--- src/rtl/ats21_instr_rx.sv ---
// ATS21 client instruction receiver: captures two-cycle A/B words, drops Nop/illegal
// opcodes, and issues the survivors to the core one at a time, A before B.
//
// state   | meaning
// --------+---------------------------------------------------------------
// IDLE    | ready=1, waiting for req; upper halves captured on req
// WORD2   | lower halves captured, both clients classified
// ISSUE_A | client A instruction presented, waiting for instr_ready
// ISSUE_B | client B instruction presented, waiting for instr_ready
// RESP    | one-cycle completion status on stat
module ats21_instr_rx #(
  parameter int TIMEOUT = 255
) (
  input  logic        clk,
  input  logic        reset,
  input  logic        req,
  input  logic [15:0] ctrlA,
  input  logic [15:0] ctrlB,
  output logic        ready,
  output logic [1:0]  stat,
  output logic        instr_valid,
  input  logic        instr_ready,
  output logic        instr_client,
  output logic [2:0]  instr_opcode,
  output logic [31:0] instr_word
);

  typedef enum logic [2:0] {IDLE, WORD2, ISSUE_A, ISSUE_B, RESP} state_t;

  localparam logic [15:0] TO_LAST = 16'(TIMEOUT - 1);
  localparam logic [2:0]  OP_NOP  = 3'b000;
  localparam logic [2:0]  OP_ILL  = 3'b100;

  state_t      state;
  logic [15:0] hi_a;
  logic [15:0] hi_b;
  logic [31:0] word_b;
  logic        pend_b;
  logic        ill_flag;
  logic        abort_flag;
  logic [15:0] wait_cnt;

  logic       a_legal, b_legal, any_ill;
  logic       issuing, timeout_hit;
  logic       abort_nxt, ill_nxt;
  logic [1:0] stat_resp;

  always_comb begin
    a_legal     = (hi_a[15:13] != OP_NOP) && (hi_a[15:13] != OP_ILL);
    b_legal     = (hi_b[15:13] != OP_NOP) && (hi_b[15:13] != OP_ILL);
    any_ill     = (hi_a[15:13] == OP_ILL) || (hi_b[15:13] == OP_ILL);
    issuing     = (state == ISSUE_A) || (state == ISSUE_B);
    // A transfer on the timeout edge takes priority over the abort.
    timeout_hit = issuing && !instr_ready && (wait_cnt == TO_LAST);
    abort_nxt   = abort_flag || (req && (state != IDLE)) || timeout_hit;
    ill_nxt     = ill_flag || ((state == WORD2) && any_ill);
    if (abort_nxt)    stat_resp = 2'b11;
    else if (ill_nxt) stat_resp = 2'b10;
    else              stat_resp = 2'b01;
  end

  always_ff @(posedge clk or negedge reset) begin
    if (!reset) begin
      state        <= IDLE;
      hi_a         <= '0;
      hi_b         <= '0;
      word_b       <= '0;
      pend_b       <= 1'b0;
      ill_flag     <= 1'b0;
      abort_flag   <= 1'b0;
      wait_cnt     <= '0;
      ready        <= 1'b1;
      stat         <= 2'b00;
      instr_valid  <= 1'b0;
      instr_client <= 1'b0;
      instr_opcode <= '0;
      instr_word   <= '0;
    end else begin
      stat <= 2'b00;
      case (state)
        IDLE: begin
          if (req) begin
            hi_a       <= ctrlA;
            hi_b       <= ctrlB;
            ill_flag   <= 1'b0;
            abort_flag <= 1'b0;
            ready      <= 1'b0;
            state      <= WORD2;
          end
        end
        WORD2: begin
          word_b     <= {hi_b, ctrlB};
          pend_b     <= b_legal;
          abort_flag <= abort_nxt;
          ill_flag   <= ill_nxt;
          wait_cnt   <= '0;
          if (a_legal) begin
            instr_valid  <= 1'b1;
            instr_client <= 1'b0;
            instr_opcode <= hi_a[15:13];
            instr_word   <= {hi_a, ctrlA};
            state        <= ISSUE_A;
          end else if (b_legal) begin
            instr_valid  <= 1'b1;
            instr_client <= 1'b1;
            instr_opcode <= hi_b[15:13];
            instr_word   <= {hi_b, ctrlB};
            state        <= ISSUE_B;
          end else begin
            stat  <= stat_resp;
            state <= RESP;
          end
        end
        ISSUE_A, ISSUE_B: begin
          abort_flag <= abort_nxt;
          if (instr_ready) begin
            if ((state == ISSUE_A) && pend_b) begin
              instr_client <= 1'b1;
              instr_opcode <= word_b[31:29];
              instr_word   <= word_b;
              wait_cnt     <= '0;
              state        <= ISSUE_B;
            end else begin
              instr_valid <= 1'b0;
              stat        <= stat_resp;
              state       <= RESP;
            end
          end else if (timeout_hit) begin
            instr_valid <= 1'b0;
            stat        <= stat_resp;
            state       <= RESP;
          end else begin
            wait_cnt <= wait_cnt + 16'd1;
          end
        end
        RESP: begin
          ready <= 1'b1;
          state <= IDLE;
        end
        default: begin
          ready       <= 1'b1;
          instr_valid <= 1'b0;
          state       <= IDLE;
        end
      endcase
    end
  end

endmodule

--- config.mk ---
export PLATFORM = sky130hd
export DESIGN_NAME = ats21_instr_rx
export DESIGN_NICKNAME = d
export VERILOG_FILES = /design/src/rtl/ats21_instr_rx.sv
export SDC_FILE = /design/constraint.sdc
export NUM_CORES = 1
export LEC_CHECK = 0
export CORE_MARGIN = 5
export CORE_UTILIZATION = 43
export DETAILED_ROUTE_END_ITERATION = 16
export HOLD_SLACK_MARGIN = 0.08
export PLACE_DENSITY = 0.64
export SLEW_MARGIN = 20
export SYNTH_ARGS = -nofsm -noshare
export SYNTH_HDL_FRONTEND = slang
export SYNTH_SLANG_ARGS = --single-unit
export TNS_END_PERCENT = 1
--- constraint.sdc ---
create_clock -name clk -period 4.6 [get_ports clk]
set_input_delay 0.92 -clock clk [delete_from_list [all_inputs] [get_ports clk]]
set_output_delay 0.92 -clock clk [all_outputs]
set_load 0.02 [all_outputs]
==> results of run 1 <==
-- logic make-up after synthesis --
| group | share of synthesized area [%] |
|---|---|
| adder cells (fa/ha/maj) | 0.437 |
| AND/OR/NAND/NOR | 16.0 |
| multiplexers | 17.4 |
| flip-flops | 53.8 |
| buffers and inverters | 2.75 |
| XOR/XNOR | 0.918 |
| AO/OA/AOI/OAI | 8.66 |
-- power by group --
group          internal (mW)  switching [mW]
Clock                  0.825           0.475
Sequential              1.58           0.339
Combinational           1.08            1.17
Total                   3.48            1.99
-- sequential cells by signal, indices dropped and copies added, names as in the netlist --
| name | flops |
|---|---|
| wait_cnt | 16 |
| stat | 2 |
| state | 3 |
| word_b | 32 |
| abort_flag | 1 |
| hi_b | 16 |
| instr_client | 1 |
| ill_flag | 1 |
| instr_valid | 1 |
| ready | 1 |
| pend_b | 1 |
| instr_word | 29 |
| instr_opcode | 3 |
| hi_a | 16 |
-- cell usage in the layout, fill, tap and decap left out, types with 2 or more instances in the layout --
master	synthesis	final
a21o_1	5	5
a21oi_1	13	12
a41oi_1	2	2
and3_1	3	3
buf_4	4	8
bufinv_16	0	2
clkbuf_1	17	3
clkbuf_16	0	17
clkbuf_8	0	2
clkdlybuf4s50_1	0	74
clkinv_2	0	2
clkinv_4	0	2
clkinvlp_4	0	4
dfrtp_1	122	122
ha_1	2	2
inv_1	5	5
mux2_1	3	3
mux2_2	59	59
mux2i_1	30	30
nand2_1	144	144
nand2b_1	4	4
nand3_1	7	7
nand4_1	9	9
nor2_1	16	14
nor2_2	2	2
nor2_4	0	2
nor2b_1	3	2
nor3_1	2	2
o211ai_1	3	3
o21ai_0	44	44
o21ai_2	2	2
o31ai_1	5	5
or2_2	2	2
or4_1	6	6
xor2_1	6	6
-- final timing paths --
check	from	endpoint	slack [ns]	cells after the start
max	instr_ready	instr_word[28]	1.78	5
min	word_b[29]	word_b[29]	0.47	2
max reg2reg	state[1]	instr_word[28]	2.25	4
min reg2reg	word_b[29]	word_b[29]	0.47	2
max in group asynchronous	reset	word_b[26]	3.04	2
min in group asynchronous	reset	hi_a[4]	0.64	1
-- area by class of cell --
type,instances,area [um^2]
Fill cell,1189,5920
Sequential cell,123,3080
Multi-Input combinational cell,389,2520
Timing Repair Buffer,82,801
Clock buffer,22,464
Tap cell,176,220
Clock inverter,10,118
Inverter,5,18.8
-- metal layers --
metal	share of wire (%)	track usage [%]	wire length, um	vias to the layer above
met4	0.89	5.74	116	0
met2	48	27.7	6220	91
met1	47	23.4	6140	2077
met3	3.8	4.61	496	9
li1	-	-	-	2030
met5	0	0	0	-
-- cells in the mapped netlist, types with 2 or more instances --
library cell,count
nand2_1,144
dfrtp_1,122
mux2_2,59
o21ai_0,44
mux2i_1,30
clkbuf_1,17
nor2_1,16
a21oi_1,13
buf_2,9
nand4_1,9
nand3_1,7
or4_1,6
xor2_1,6
a21o_1,5
inv_1,5
o31ai_1,5
buf_4,4
nand2b_1,4
and3_1,3
mux2_1,3
nor2b_1,3
o211ai_1,3
a41oi_1,2
ha_1,2
nor2_2,2
nor3_1,2
o21ai_2,2
or2_2,2
-- stage by stage --
step / instance area, um^2 / instances / total power [mW] / hold WS (ns) / util, %
after floorplan: 5720 / 547 / 3.40 / 0.446 / -
after global placement: 6640 / 775 / 4.14 / 0.457 / 50.5
after detailed placement: 6640 / 775 / 4.21 / 0.462 / 50.5
after CTS: 7220 / 807 / 5.54 / 0.476 / 55.0
after global routing: 7220 / 807 / 5.84 / 0.492 / 55.0
final: 7220 / 807 / 5.47 / 0.471 / 55.0
-- critical path: stages --
cell,delay [ns]
clkdlybuf4s50_1,0.57
nand4_1,0.25
a21oi_4,0.61
buf_4,0.38
mux2_2,0.37
==> flow_metrics.py, run 1 <==
metrics = {
    "run_status": {
        "outcome": "complete, no violations",
    },
    "timing": {
        "max-slew-margin-rel_pct": 28.6,
        "setup_ws_ns": 1.78,
        "hold_viol_final": 0,
        "period_needed_ns": 2.82,
        "rsz0062_at_grt": "false",
        "post-route-period-util_pct": 61.2,
        "worst_pin_slew_ns": 1.07,
        "fmax_mhz": 355,
        "drv_slew": 0,
        "finalSetupViolCount": 0,
        "setup_tns_ns": 0,
        "skew_ns": 0.00714,
    },
    "logic_synthesis": {
        "ys_seq_area_share_pct": 53.8,
        "synth_area_um2": 5720,
        "ys_ff_latch": 123,
        "synth_top_cell_by_area": "dfrtp_1",
        "synth_warnings": 0,
        "ys.flop_type": "dfrtp_1",
        "synth.distinct_cells": 46,
        "synth_nets": 585,
        "async_flop_share_pct": 100,
        "synthTopCellsByArea": "dfrtp_1, mux2_2, nand2_1, mux2i_1, o21ai_0",
        "synth.avg_cell_area_um2": 10.5,
        "synth_top_area_share_pct": 53.3,
        "syn_inst": 547,
        "synth_edf_count": 0,
    },
    "drt": {
        "vias_per_cell": 5.21,
        "avgRoutedWirePerCell_um": 16.1,
        "drc": 0,
        "vias": 4207,
        "drtIter0Drc": 333,
        "antenna_left": 0,
        "drt-pass1-iter-count": 4,
        "finalWirelength_um": 13000,
    },
    "cts": {
        "cts_buffers": 17,
        "cts_tree": "done",
        "postCtsSetupBuffers": 0,
        "root_buffer": "clkbuf_16",
        "cts.path.max_buffers": 2,
        "postCtsHoldBufs": 0,
        "h-tree-depth": 4,
        "cts_resized": 0,
        "numClockSinks": 123,
        "clock_latency_ns": 0.41,
        "clk_pin_slew_ns": 0.05,
    },
    "die": {
        "num_io_pins": 76,
        "fp.dieH_um": 125,
        "die_w_um": 125,
        "rows": 42,
        "die-area_um2": 15700,
        "start_util_pct": 43.6,
        "core_area_um2": 13100,
    },
    "power": {
        "power.density_nw_per_um2": 757,
        "p_leak_nw": 3.17,
        "vdd_drop_max_v": 0.000365,
    },
    "global_route": {
        "grt.overflow.total": 0,
        "track_usage_pct": 17.5,
        "grt_max_degree": 75,
        "antenna_found_initial": 0,
        "grt_pass1_wl_um": 22200,
        "grt_pass1_vias": 4373,
    },
    "placement": {
        "hpwlAfterDp_um": 8500,
        "place_congestion": 0.808,
        "pre_cts_ws_ns": 1.35,
        "port_buffers": 75,
    },
    "critical_path": {
        "worstSetupStartpointType": "input port",
        "arrival_ns": 3.11,
        "path_max_fanout": 18,
        "end_kind": "register",
        "critPathRequiredTime_ns": 4.89,
        "critPathKind": "in2reg",
    },
    "cells_and_area": {
        "drive_gt1_share_pct": 17.4,
        "syn2layout_area_growth_pct": 26.2,
        "num-nets-final": 656,
        "n_antenna_cell": 0,
    },
    "min_path": {
        "worstHoldPathType": "reg2reg",
    },
    "job": {
        "maxCapViolCount": 0,
    },
}
Power figures use the tool's default switching activity.
==> inputs of run 2 (changes only) <==
- clock period: 4.6 -> 2.8 ns (I/O delays scaled with it)
==> run 2 against run 1 <==
Effect of this change:
- sequential share of layout area decreased by 0.81 points
- routed wire length up 1.6%
- clock skew rose by 0.0043 ns
- clock power up 72%
- setup slack worse by 1.1 ns
- critical endpoint is now wait_cnt[7]
==> flow_metrics.py, run 2 (synthesis gave the netlist of run 1 again) <==
metrics = {
    "timing": {
        "period_needed_ns": 2.12,
        "hold_viol_final": 0,
        "setup_ws_ns": 0.682,
        "setup_tns_ns": 0,
        "drv_slew": 0,
        "holdWs_ns": 0.476,
        "post-route-period-util_pct": 75.6,
        "fmax_mhz": 472,
        "skew_ns": 0.0114,
        "rsz0062_at_grt": "false",
        "worst_pin_slew_ns": 0.731,
        "finalSetupViolCount": 0,
        "max-slew-margin-rel_pct": 51.3,
    },
    "drt": {
        "antenna_left": 0,
        "vias": 4243,
        "drtIter0Drc": 297,
        "drt-pass1-iter-count": 5,
        "vias_per_cell": 5.22,
        "finalWirelength_um": 13200,
        "avgRoutedWirePerCell_um": 16.2,
        "drc": 0,
    },
    "critical_path": {
        "cpLargestDelayFamily": "compound AO/OA/AOI/OAI gates",
        "path_max_fanout": 11,
        "end_kind": "register",
        "cpMaxStageDelayCell": "dfrtp_1",
        "r2r-start": "state[1]",
        "arrival_ns": 2.45,
        "critPathBufInv": 0,
        "path_depth": 5,
        "critPathRequiredTime_ns": 3.13,
        "setup.worst_path.start": "state[1]",
        "critPathMaxStageDelay_ns": 0.56,
        "critPathKind": "reg2reg",
        "worstSetupStartpointType": "register",
        "cp_cell_sequence": "nor2_2, a311oi_4, o21ai_2, or4_1, a21oi_1",
        "worst_r2r_path_depth": 5,
    },
    "global_route": {
        "antenna_found_initial": 0,
        "grt_max_degree": 46,
        "grt_pass1_wl_um": 22300,
        "track_usage_pct": 17.7,
        "grt.overflow.total": 0,
        "grt_pass1_vias": 4424,
    },
    "power": {
        "p_clk_share_pct": 24.2,
        "p_leak_nw": 3.25,
        "seq_power_share_pct": 34.2,
        "power.density_nw_per_um2": 1250,
        "vdd_drop_max_v": 0.000638,
        "intPower_mw": 5.89,
        "p_sw_mw": 3.31,
        "sw_frac_of_total_pct": 35.9,
        "pwr-share-comb_pct": 41.6,
    },
    "cts": {
        "clock_latency_ns": 0.42,
        "numClockSinks": 123,
        "cts.path.max_buffers": 2,
        "root_buffer": "clkbuf_16",
        "cts_tree": "done",
        "h-tree-depth": 4,
        "cts_buffers": 17,
        "clk_pin_slew_ns": 0.05,
        "postCtsSetupBuffers": 0,
    },
    "cells_and_area": {
        "num-nets-final": 662,
        "top_regs": "word_b (32), instr_word (29)",
        "final_common_cell": "nand2_1",
        "largest_register_ff_count": 32,
        "syn2layout_area_growth_pct": 28.6,
        "top_register": "word_b",
        "drive_gt1_share_pct": 18.5,
        "mostFrequentLayoutCells": "nand2_1, dfrtp_1, clkdlybuf4s50_1",
        "final_core_util_pct": 56.0,
        "n_antenna_cell": 0,
    },
    "min_path": {
        "whs_path_depth": 2,
        "min-delay-start": "word_b[0]",
        "worstHoldPathType": "reg2reg",
    },
    "die": {
        "core_area_um2": 13100,
        "fp.dieH_um": 125,
        "num_io_pins": 76,
        "start_util_pct": 43.6,
        "die_w_um": 125,
        "die-area_um2": 15700,
        "rows": 42,
    },
    "run_status": {
        "outcome": "complete, no violations",
    },
    "placement": {
        "hpwlAfterDp_um": 8770,
        "port_buffers": 75,
        "place_congestion": 0.859,
        "pre_cts_ws_ns": 0.313,
    },
    "job": {
        "maxCapViolCount": 0,
    },
}
run 2: cell count changes in the layout (fill, tap and decap cells not counted):
| cell | previous run | this run |
|---|---|---|
| clkinvlp_4 | 4 | 2 |
| dlygate4sd3_1 | 0 | 1 |
| clkbuf_8 | 2 | 1 |
| buf_12 | 0 | 5 |
| clkinv_4 | 2 | 6 |
| clkbuf_1 | 3 | 0 |
| bufinv_16 | 2 | 3 |
| clkinv_2 | 2 | 3 |
run 2: worst paths after layout:
kind,to,slack (ns)
hold reg to reg,word_b[0],0.48
setup / recovery,wait_cnt[7],0.68
max in group asynchronous,ready,1.46
min in group asynchronous,instr_word[4],0.62
setup reg to reg,wait_cnt[7],0.68
hold / removal,word_b[0],0.48
run 2: final cells by class:
class,instances,area (um^2)
fillers,1142,5780
flip-flops and latches,123,3080
multi-input cells,389,2520
repair buffers,88,911
clock buffers,18,439
well taps,176,220
clock inverters,14,173
inverters,5,18.8
run 2: power groups by stage:
stage               clock, mW  combinational [mW]  sequential, mW
global placement            0                3.79            3.12
finish                   2.23                3.83            3.14
global route             2.36                4.20            3.26
CTS                      2.28                3.88            3.15
floorplan                   0                2.27            3.32
detailed placement          0                3.86            3.16
run 2: timing repair:
action | CTS | global route
hold endpoints to repair | 4 | 0
hold buffers | 1 | 0
gates resized for setup | 0 | 0
run 2: through the flow:
step                      instance area, um^2  instances  power [mW]
final                                    7360        813        9.20
after global placement                   6740        780        6.91
after CTS                                7360        813        9.31
after detailed placement                 6740        780        7.03
after global routing                     7360        813        9.82
after floorplan                          5720        547        5.58
run 2: worst register-to-register path: cells and delay by family (launching register included):
family / cells / cell delay, ns
flip-flops: 1 / 0.56
AO/OA/AOI/OAI: 3 / 0.86
AND/OR/NAND/NOR: 2 / 0.62
run 2: metal layers:
| metal | share of wire, % | track usage, % |
|---|---|---|
| met1 | 48 | 23.8 |
| met2 | 47 | 28.0 |
| met3 | 3.6 | 4.61 |
| met4 | 0.93 | 5.68 |
| met5 | 0 | 0 |
